$ cat src/rtl/md_alu_sequencer.sv
// md_alu_sequencer
//   Multi-cycle MULTU/DIVU controller sharing the EX-stage 32-bit ALU.
//   Multiply is shift-add (ALU add), divide is restoring (ALU sub); one
//   ALU operation per cycle for ITER cycles. Owns the HI/LO registers and
//   stalls the pipeline through Busy while an operation is in flight.
//
//   Optional build macro: MD_SIGNED_EN
//     defined   : Signed=1 runs on operand magnitudes, then one FIX cycle
//                 applies the result signs (Done one cycle later).
//     undefined : Signed is ignored, all operations are unsigned.
//
// Ports
//   clk, rst          clock (rising edge), synchronous active-high reset
//   Start, Op, Signed request (sampled in IDLE), 0=mul 1=div, signed request
//   SrcA, SrcB        multiplier/dividend, multiplicand/divisor
//   AluCtl, AluShamt  ALU control (010 add, 110 sub), shift amount (always 0)
//   AluA, AluB        ALU operands, AluResult is the same-cycle ALU result
//   Busy, Done        stall request, one-cycle completion pulse
//   DivZero           divisor was zero, valid with Done
//   Hi, Lo            HI/LO result registers
module md_alu_sequencer #(
  parameter int unsigned ITER = 32
) (
  input  logic        clk,
  input  logic        rst,
  input  logic        Start,
  input  logic        Op,
  input  logic        Signed,
  input  logic [31:0] SrcA,
  input  logic [31:0] SrcB,
  output logic [2:0]  AluCtl,
  output logic [4:0]  AluShamt,
  output logic [31:0] AluA,
  output logic [31:0] AluB,
  input  logic [31:0] AluResult,
  output logic        Busy,
  output logic        Done,
  output logic        DivZero,
  output logic [31:0] Hi,
  output logic [31:0] Lo
);

  localparam int unsigned CW = $clog2(ITER);
  localparam logic [CW-1:0] LAST = CW'(ITER - 1);

`ifdef MD_SIGNED_EN
  typedef enum logic [1:0] {IDLE, ITER_S, FIX, DONE} state_t;
`else
  typedef enum logic [1:0] {IDLE, ITER_S, DONE} state_t;
`endif

  state_t        state, state_n;
  logic [CW-1:0] cnt, cnt_n;
  logic [31:0]   hi, hi_n, lo, lo_n, opnd, opnd_n;
  logic          op_r, op_n;
  logic [31:0]   rem_sh;
  logic          ok;

`ifdef MD_SIGNED_EN
  logic sgn, sgn_n, sa, sa_n, sb, sb_n;
`else
  logic unused_signed;
  assign unused_signed = Signed;
`endif

  assign rem_sh   = {hi[30:0], lo[31]};
  assign AluShamt = '0;
  assign Hi       = hi;
  assign Lo       = lo;

  always_ff @(posedge clk) begin
    if (rst) begin
      state <= IDLE;
      cnt   <= '0;
      hi    <= '0;
      lo    <= '0;
      opnd  <= '0;
      op_r  <= 1'b0;
`ifdef MD_SIGNED_EN
      sgn   <= 1'b0;
      sa    <= 1'b0;
      sb    <= 1'b0;
`endif
    end else begin
      state <= state_n;
      cnt   <= cnt_n;
      hi    <= hi_n;
      lo    <= lo_n;
      opnd  <= opnd_n;
      op_r  <= op_n;
`ifdef MD_SIGNED_EN
      sgn   <= sgn_n;
      sa    <= sa_n;
      sb    <= sb_n;
`endif
    end
  end

  always_comb begin
    state_n = state;
    cnt_n   = cnt;
    hi_n    = hi;
    lo_n    = lo;
    opnd_n  = opnd;
    op_n    = op_r;
    AluCtl  = '0;
    AluA    = '0;
    AluB    = '0;
    Busy    = 1'b0;
    Done    = 1'b0;
    DivZero = 1'b0;
    ok      = 1'b0;
`ifdef MD_SIGNED_EN
    sgn_n   = sgn;
    sa_n    = sa;
    sb_n    = sb;
`endif
    case (state)
      IDLE: begin
        if (Start) begin
          op_n    = Op;
          opnd_n  = SrcB;
          hi_n    = '0;
          lo_n    = SrcA;
          cnt_n   = '0;
          state_n = ITER_S;
`ifdef MD_SIGNED_EN
          sgn_n = Signed;
          sa_n  = Signed & SrcA[31];
          sb_n  = Signed & SrcB[31];
          if (Signed & SrcA[31]) lo_n   = -SrcA;
          if (Signed & SrcB[31]) opnd_n = -SrcB;
`endif
        end
      end
      ITER_S: begin
        Busy  = 1'b1;
        cnt_n = cnt + 1'b1;
        if (!op_r) begin
          // Shift-add: carry out of Hi+addend becomes the new Hi MSB.
          AluCtl = 3'b010;
          AluA   = hi;
          AluB   = lo[0] ? opnd : '0;
          hi_n   = {(AluResult < hi), AluResult[31:1]};
          lo_n   = {AluResult[0], lo[31:1]};
        end else begin
          // Restoring divide on the 33-bit partial remainder {Hi[31], R}.
          AluCtl = 3'b110;
          AluA   = rem_sh;
          AluB   = opnd;
          ok     = hi[31] | ~(AluResult > rem_sh);
          hi_n   = ok ? AluResult : rem_sh;
          lo_n   = {lo[30:0], ok};
        end
        if (cnt == LAST) begin
`ifdef MD_SIGNED_EN
          state_n = sgn ? FIX : DONE;
`else
          state_n = DONE;
`endif
        end
      end
`ifdef MD_SIGNED_EN
      FIX: begin
        Busy    = 1'b1;
        state_n = DONE;
        if (!op_r) begin
          if (sa ^ sb) {hi_n, lo_n} = -{hi, lo};
        end else begin
          // Divide by zero leaves Lo all-ones; negating Hi when sa restores
          // the original SrcA from its magnitude.
          if ((sa ^ sb) && (opnd != '0)) lo_n = -lo;
          if (sa) hi_n = -hi;
        end
      end
`endif
      DONE: begin
        Busy    = 1'b1;
        Done    = 1'b1;
        DivZero = op_r & (opnd == '0);
        state_n = IDLE;
      end
      default: state_n = IDLE;
    endcase
  end

endmodule

$ cat config.mk
export PLATFORM = sky130hd
export DESIGN_NAME = md_alu_sequencer
export DESIGN_NICKNAME = d
export VERILOG_FILES = /design/src/rtl/md_alu_sequencer.sv
export SDC_FILE = /design/constraint.sdc
export NUM_CORES = 1
export LEC_CHECK = 0
export ABC_AREA = 1
export CORE_MARGIN = 5
export CORE_UTILIZATION = 48
export CTS_CLUSTER_DIAMETER = 40
export CTS_CLUSTER_SIZE = 28
export DETAILED_ROUTE_END_ITERATION = 8
export GPL_TIMING_DRIVEN = 0
export PLACE_DENSITY = 0.82
export RECOVER_POWER = 25
export SLEW_MARGIN = 30
export SYNTH_ARGS = -nofsm -noshare
export SYNTH_HDL_FRONTEND = slang
export SYNTH_SLANG_ARGS = --single-unit
$ cat constraint.sdc
create_clock -name clk -period 5.6 [get_ports clk]
set_input_delay 0.56 -clock clk [delete_from_list [all_inputs] [get_ports clk]]
set_output_delay 0.56 -clock clk [all_outputs]
set_load 0.01 [all_outputs]
# Word-level counts from Yosys, hierarchy flattened
# Cells that the tools add are included.
# classes
bitwise_logic	3
mux	22
eq_ne	5
addsub	1
n_reduce_logical	7
order_cmp	2
# op_table
operator	n
$mux 32	10
$pmux 32 s2	2
$gt 32x32->1	1
$logic_not 32->1	1
$lt 32x32->1	1
$pmux 5 s2	1
$mux 3	2
$reduce_and 2->1	3
$add 5x1->5 const B	1
$eq 5x5->1 const B	1
$mux 5	1
$mux 2	2
$ne 2x2->1 const B	2
$pmux 2 s2	1
$mux 1	3
$eq 2x1->1 const B	1
$eq 2x2->1 const B	1
$logic_not 2->1	1
$reduce_bool 2->1	1
$reduce_or 2->1	1
$and 1x1->1	1
$not 1->1	1
$or 1x1->1	1
# totals
input_bits	101
register_bits	104
word_cells	46

# Longest topological paths before layout
# Gate-level depths: netlist (run 1).
# depth
ltp_word	6
mapped_depth	20
mapped_depth_nobuf	20

# Worst setup path before layout (run 1)
# No wires, ideal clock.
# synth_timing
path_type	input to register
start	input port AluResult[19]
end	register hi[30] (netlist: Hi[30])
slack_ns	3.559
path_buffers	1
t_arrival_ns	1.900
cell_stages	14
required_time_ns	5.459
path_cell_list	ha_1 -> a21oi_1 -> nand2_1 -> nand2_1 -> nand3_1 -> a21oi_2 -> nand2_4 -> nand2_8 -> buf_12 -> nand2_1 -> nand2_1 -> nand2_1 -> nand2_1 -> a21oi_2
# synth_between
elab_chain_len	6
# synth_lines
element	line_no	rtl
from (decl)	35	input logic [31:0] AluResult,
$gt 32x32->1	151	ok = hi[31] | ~(AluResult > rem_sh);
$not 1->1	151	
$or 1x1->1	151	
$mux 32	152	hi_n = ok ? AluResult : rem_sh;
$mux 32	139	if (!op_r) begin
$pmux 32 s2	118	case (state)
to (signal assigned)	87	hi <= hi_n;
to (decl)	54	logic [31:0] hi, hi_n, lo, lo_n, opnd, opnd_n;
# No other way between the ends.
# A chain may end at the register's enable or synchronous reset.

# Worst setup path in the final report (run 1)
# layout_timing
start	register op_r
end	output port AluA[0]
# layout_between
elab_chain_len	2
# layout_lines
element	line_no	rtl
from (decl)	55	logic op_r, op_n;
from (signal assigned)	90	op_r <= op_n;
$mux 32	139	
$mux 32	118	
to (decl)	33	output logic [31:0] AluA,
# No other way between the ends.

==> results_dict.tcl, run 1 <==
set metrics [dict create \
    final_common_cell "nand2_1" \
    cts-root-buf "clkbuf_16" \
    antenna_found_initial 0 \
    combPwrFrac_pct 56.9 \
    cellLeakagePower_uw 0.00436 \
    slew_headroom_pct 49.2 \
    rows 46 \
    avgViaCountPerCell 5.37 \
    cts_sinks 104 \
    drt_first_pass_iters 5 \
    netlist_area_um2 7670 \
    avgSynthCellArea_um2 6.87 \
    p_per_area_nw_per_um2 388 \
    clockBufferDepth 2 \
    hold_slack_ns 0.473 \
    synth_seq_area_share_pct 27.1 \
    dp_cells 1569 \
    grt_pass1_wl_um 39200 \
    synth_seq_cells 104 \
    drive_above_1_share_pct 8.69 \
    hold_viol 0 \
    cts_tree "done" \
    ios 240 \
    wire_per_inst_um 15.8 \
    crit_fanout 10 \
    seqPwrFrac_pct 26.9 \
    fin_tns_setup_ns 0 \
    finalNonFillerCells 1585 \
    place_congestion 0.924 \
    skew_ns 0.00645 \
    synth.distinct_cells 40 \
    worstSetupPathType "reg2out" \
    p_sw_uw 1890 \
    ys_warn_count 0 \
    first_global_vias 7955 \
    internal-power_uw 2210 \
    die_h_um 136 \
    insertedDiodeCount 0 \
    period_share_pct 60.8 \
    num-nets-final 1533 \
    initial_core_util_pct 48.6 \
    finalSetupViolations 0 \
    drcViolationCount 0 \
    endpoint_kind "output pin" \
    drv_slew 0 \
    outcome "complete, no violations" \
    ctsResizeCount 0 \
    period_minus_slack_ns 3.41 \
    fillers 1401 \
    routed_wl_um 25000 \
    layout_setup_ws_ns 2.19 \
    post_cts_buffers 0 \
    dieArea_um2 18600 \
    min_path_type "reg2reg" \
    die_w_um 136 \
    final_util_pct 67.1 \
    sw_frac_of_total_pct 46.0 \
    hpwl_um 19500 \
    worstMarginPinSlew_ns 0.754 \
    cts_inserted_buffers 9 \
    drt_iter0_drc 611 \
    via_count 8505 \
    drtAntennaViolNets 0 \
    ir_drop_mv 0.254 \
    grt_max_degree 22 \
    clockPowerShare_pct 16.2 \
    fmax_mhz 294 \
    insertion_delay_ns 0.36 \
    arrival_ns 2.85 \
    track_usage_pct 26.0 \
    rsz0062_at_grt "false" \
    postCtsHoldBufs 0 \
    syn2layout_area_growth_pct 37.9 \
    rrSetupSlack_ns 3.15 \
    design.core.area_um2 15800 \
    h-tree-depth 3 \
    port_buffers 231 \
    dp_slack_ns 2.61 \
    clkTransAtPathRegs_ns 0.08 \
    cp.required_ns 5.04 \
    startpoint_type "register" \
    synth_cells 1117 \
    drv_cap 0 \
    grt-ovfl-total 0 \
    layout_common_cells "nand2_1, clkdlybuf4s50_1, a21oi_1" \
]
-- synth_stat cells (all sizes together) --
| cell | n | area (um^2) |
|---|---|---|
| nand4 | 15 | 100 |
| o21a | 1 | 7.51 |
| nor3 | 6 | 30.0 |
| a221oi | 30 | 263 |
| ha | 68 | 851 |
| o211ai | 3 | 22.5 |
| inv | 148 | 556 |
| dfxtp | 104 | 2080 |
| conb | 1 | 3.75 |
| dlymetal6s2s | 1 | 12.5 |
| o21bai | 1 | 7.51 |
| nand3 | 66 | 330 |
| nor4 | 3 | 18.8 |
| a21o | 1 | 7.51 |
| clkbuf | 55 | 297 |
| a21oi | 194 | 1100 |
| dlygate4sd1 | 4 | 35.0 |
| a211oi | 4 | 30.0 |
| a21boi | 1 | 7.51 |
| buf | 22 | 183 |
| nand2 | 229 | 968 |
| nor2 | 50 | 208 |
| o21ai | 107 | 536 |
| xor2 | 1 | 8.76 |
| clkinv | 2 | 7.51 |
-- sequential cells by signal, summed over array words and instances, names as in the netlist --
name,flops
opnd,32
op_r,1
Hi,32
cnt,5
state,2
Lo,32
-- critical path, cell delays in order, from the launching register on --
cell and delay [ns]:
dfxtp_1 0.38, inv_1 0.10, clkbuf_1 0.39, clkbuf_1 0.46, clkbuf_1 0.45, a21oi_1 0.20
clkdlybuf4s50_1 0.52
-- metal layers --
| metal | vias up | GRT usage [%] | part of all wire, % |
|---|---|---|---|
| met5 | - | 0 | 0 |
| met4 | 0 | 9.35 | 2.6 |
| met3 | 44 | 5.81 | 7.8 |
| met2 | 315 | 43.7 | 48 |
| met1 | 3920 | 32.7 | 42 |
| li1 | 4226 | - | - |
-- cell families (layout without fill, tap and decap cells) --
family | after synthesis | count (layout) | share of synthesized area [%]
AND/OR/NAND/NOR | 369 | 369 | 21.6
AO/OA/AOI/OAI | 342 | 342 | 25.8
buffers and inverters | 232 | 479 | 14.2
flip-flops | 104 | 104 | 27.1
adder cells (fa/ha/maj) | 68 | 68 | 11.1
other | 1 | 6 | 0.0489
XOR/XNOR | 1 | 1 | 0.114
-- area by class of cell --
| cell class | count | area (um^2) | area share, % |
|---|---|---|---|
| Clock buffer | 9 | 225 | 2.13 |
| Inverter | 150 | 563 | 5.32 |
| Sequential cell | 104 | 2080 | 19.7 |
| Clock inverter | 7 | 81.3 | 0.769 |
| Tap cell | 216 | 270 | 2.56 |
| Multi-Input combinational cell | 786 | 4520 | 42.7 |
| Timing Repair Buffer | 231 | 2310 | 21.9 |
| Buffer | 82 | 527 | 4.98 |
-- power groups by stage --
stage / Sequential, uW / Combinational, uW / Clock, uW
finish: 1100 / 2330 / 663
detailed placement: 1120 / 2350 / 0
global placement: 1120 / 2310 / 0
CTS: 1110 / 2360 / 667
floorplan: 1140 / 1400 / 0
global route: 1130 / 2570 / 700
-- final timing paths --
check,startpoint,to,cells past startpoint
hold reg to reg,cnt[4],cnt[4],2
hold / removal,cnt[4],cnt[4],2
setup / recovery,op_r,AluA[0],6
setup reg to reg,state[0],Hi[11],9
-- metrics by stage --
step | area, um^2 | total power (uW)
finish | 10600 | 4100
global route | 10600 | 4400
CTS | 10600 | 4130
detailed placement | 10300 | 3460
global placement | 10300 | 3420
floorplan | 7690 | 2540
No activity file was read; power rests on OpenSTA's default activity.
==> run 2, diff against run 1 <==
Settings changed: CORE_UTILIZATION 48 to 43, PLACE_DENSITY 0.82 to 0.78.
Clock period 5.6 ns to 2.9 ns, I/O delays scaled along.
==> results_dict.tcl, run 2 (synthesis gave the netlist of run 1 again) <==
set metrics [dict create \
    use_met1_pct 31.2 \
    drcViolationCount 0 \
    rows 48 \
    crit_fanout 10 \
    routed_wl_um 25600 \
    hold_viol 0 \
    p_sw_uw 3580 \
    cts-root-buf "clkbuf_16" \
    final_common_cell "nand2_1" \
    fmax_mhz 369 \
    startpoint_type "register" \
    worstMarginPinSlew_ns 0.736 \
    via_count 8477 \
    fin_tns_setup_ns 0 \
    path_cells "inv_1 -> ha_1 -> buf_2 -> clkbuf_2 -> o21ai_0 -> a21oi_1 -> clkdlybuf4s50_1" \
    ios 240 \
    insertion_delay_ns 0.35 \
    rsz0062_at_grt "false" \
    ir_drop_mv 0.540 \
    num-nets-final 1532 \
    grt_max_degree 19 \
    clockBufferDepth 2 \
    total_power_uw 7930 \
    drt_first_pass_iters 6 \
    avgViaCountPerCell 5.32 \
    first_global_vias 8233 \
    worstSetupPathType "reg2out" \
    drv_cap 0 \
    clkTransAtPathRegs_ns 0.08 \
    period_share_pct 93.5 \
    insertedDiodeCount 0 \
    slew_headroom_pct 50.9 \
    grt-ovfl-total 0 \
    combPwrFrac_pct 56.9 \
    drt_iter0_drc 513 \
    cts_tree "done" \
    min_path_type "reg2reg" \
    rrSetupSlack_ns 0.59 \
    internal-power_uw 4340 \
    finalSetupViolations 0 \
    outcome "complete, no violations" \
    grt_pass1_wl_um 41000 \
    port_buffers 231 \
    layout_common_cells "nand2_1, clkdlybuf4s50_1, a21oi_1" \
    grt_use_met3_pct 5.39 \
    initial_core_util_pct 44.0 \
    p_per_area_nw_per_um2 748 \
    h-tree-depth 3 \
    sw_frac_of_total_pct 45.2 \
    arrival_ns 2.42 \
    fillers 1603 \
    wire_per_inst_um 16.1 \
    busiest_layer "met2" \
    syn2layout_area_growth_pct 38.2 \
    die_h_um 144 \
    skew_ns 0.00602 \
    endpoint_kind "output pin" \
    cts_inserted_buffers 9 \
    drtAntennaViolNets 0 \
    grt_util_met2_pct 40.1 \
    clockPowerShare_pct 16.2 \
    postCtsHoldBufs 0 \
    seqPwrFrac_pct 26.9 \
    period_minus_slack_ns 2.71 \
    cellLeakagePower_uw 0.00438 \
    die_w_um 144 \
    max_stage_delay_ns 0.59 \
    design.core.area_um2 17400 \
    cp.required_ns 2.61 \
    antenna_found_initial 0 \
    place_congestion 0.936 \
    drv_slew 0 \
    hpwl_um 19900 \
    cts_sinks 104 \
    track_usage_pct 24.3 \
    dieArea_um2 20600 \
    cp_slowest_cell "clkdlybuf4s50_1" \
    drive_above_1_share_pct 9.28 \
]
run 2: cell types whose count changed in the layout (fill, tap and decap cells not counted), sizes merged:
cell | previous run | this run
inv | 152 | 149
buf | 22 | 21
clkinvlp | 0 | 2
clkbuf | 64 | 65
clkdlybuf4s50 | 179 | 176
clkinv | 5 | 4
bufinv | 0 | 1
dlygate4sd3 | 52 | 55
run 2: through the flow:
stage / hold slack [ns] / setup slack, ns / util (%) / area [um^2] / std cells
after global placement: 0.456 / 0.214 / 59.0 / 10300 / 1578
after floorplan: 0.444 / 0.919 / - / 7690 / 1122
after CTS: 0.473 / 0.00901 / 60.8 / 10600 / 1594
after global routing: 0.504 / 0.0238 / 60.8 / 10600 / 1593
after detailed placement: 0.461 / 0.199 / 59.0 / 10300 / 1578
final: 0.469 / 0.189 / 60.8 / 10600 / 1593
run 2: area by class of cell:
class                      instances  area [um^2]  area share (%)
timing repair buffer             231         2310            21.8
multi-input combinational        786         4520            42.6
tap                              225          282            2.66
sequential                       104         2080            19.6
buffer                            81          534            5.04
clock inverter                     6         78.8           0.744
clock buffer                      10          229            2.16
inverter                         150          563            5.31
run 2: power by group through the flow:
stage / Combinational (uW) / Clock, uW / Sequential [uW]
2_1_floorplan: 2700 / 0 / 2210
6_report: 4510 / 1280 / 2130
4_1_cts: 4580 / 1310 / 2130
3_5_place_dp: 4550 / 0 / 2160
3_3_place_gp: 4480 / 0 / 2150
5_1_grt: 5010 / 1360 / 2180
run 2: worst max-delay path: cells and delay by family, from the launching register on:
kind	cells	cell delay, ns
flops	1	0.32
buf+inv	4	1.21
fa+ha+maj	1	0.18
compound gates	2	0.35
run 2: repair_timing:
item / 4_1_cts / 5_1_grt
gates resized for setup: 4 / 9
cloned: 0 / 0
buffers inserted: 0 / 0
setup endpoints to repair: 61 / 30
run 2: final timing paths:
| check | from | endpoint | depth (start not counted) |
|---|---|---|---|
| worst min register to register | cnt[4] | cnt[4] | 2 |
| worst max-delay path | state[1] | AluA[2] | 7 |
| worst min-delay path | cnt[4] | cnt[4] | 2 |
| worst max register to register | Hi[30] | Hi[24] | 14 |
run 2: per-layer routing:
layer / part of all wire (%) / wire length (um)
met1: 42 / 10700
met2: 47 / 12000
met3: 9.0 / 2310
met4: 2.6 / 671
met5: 0 / 0
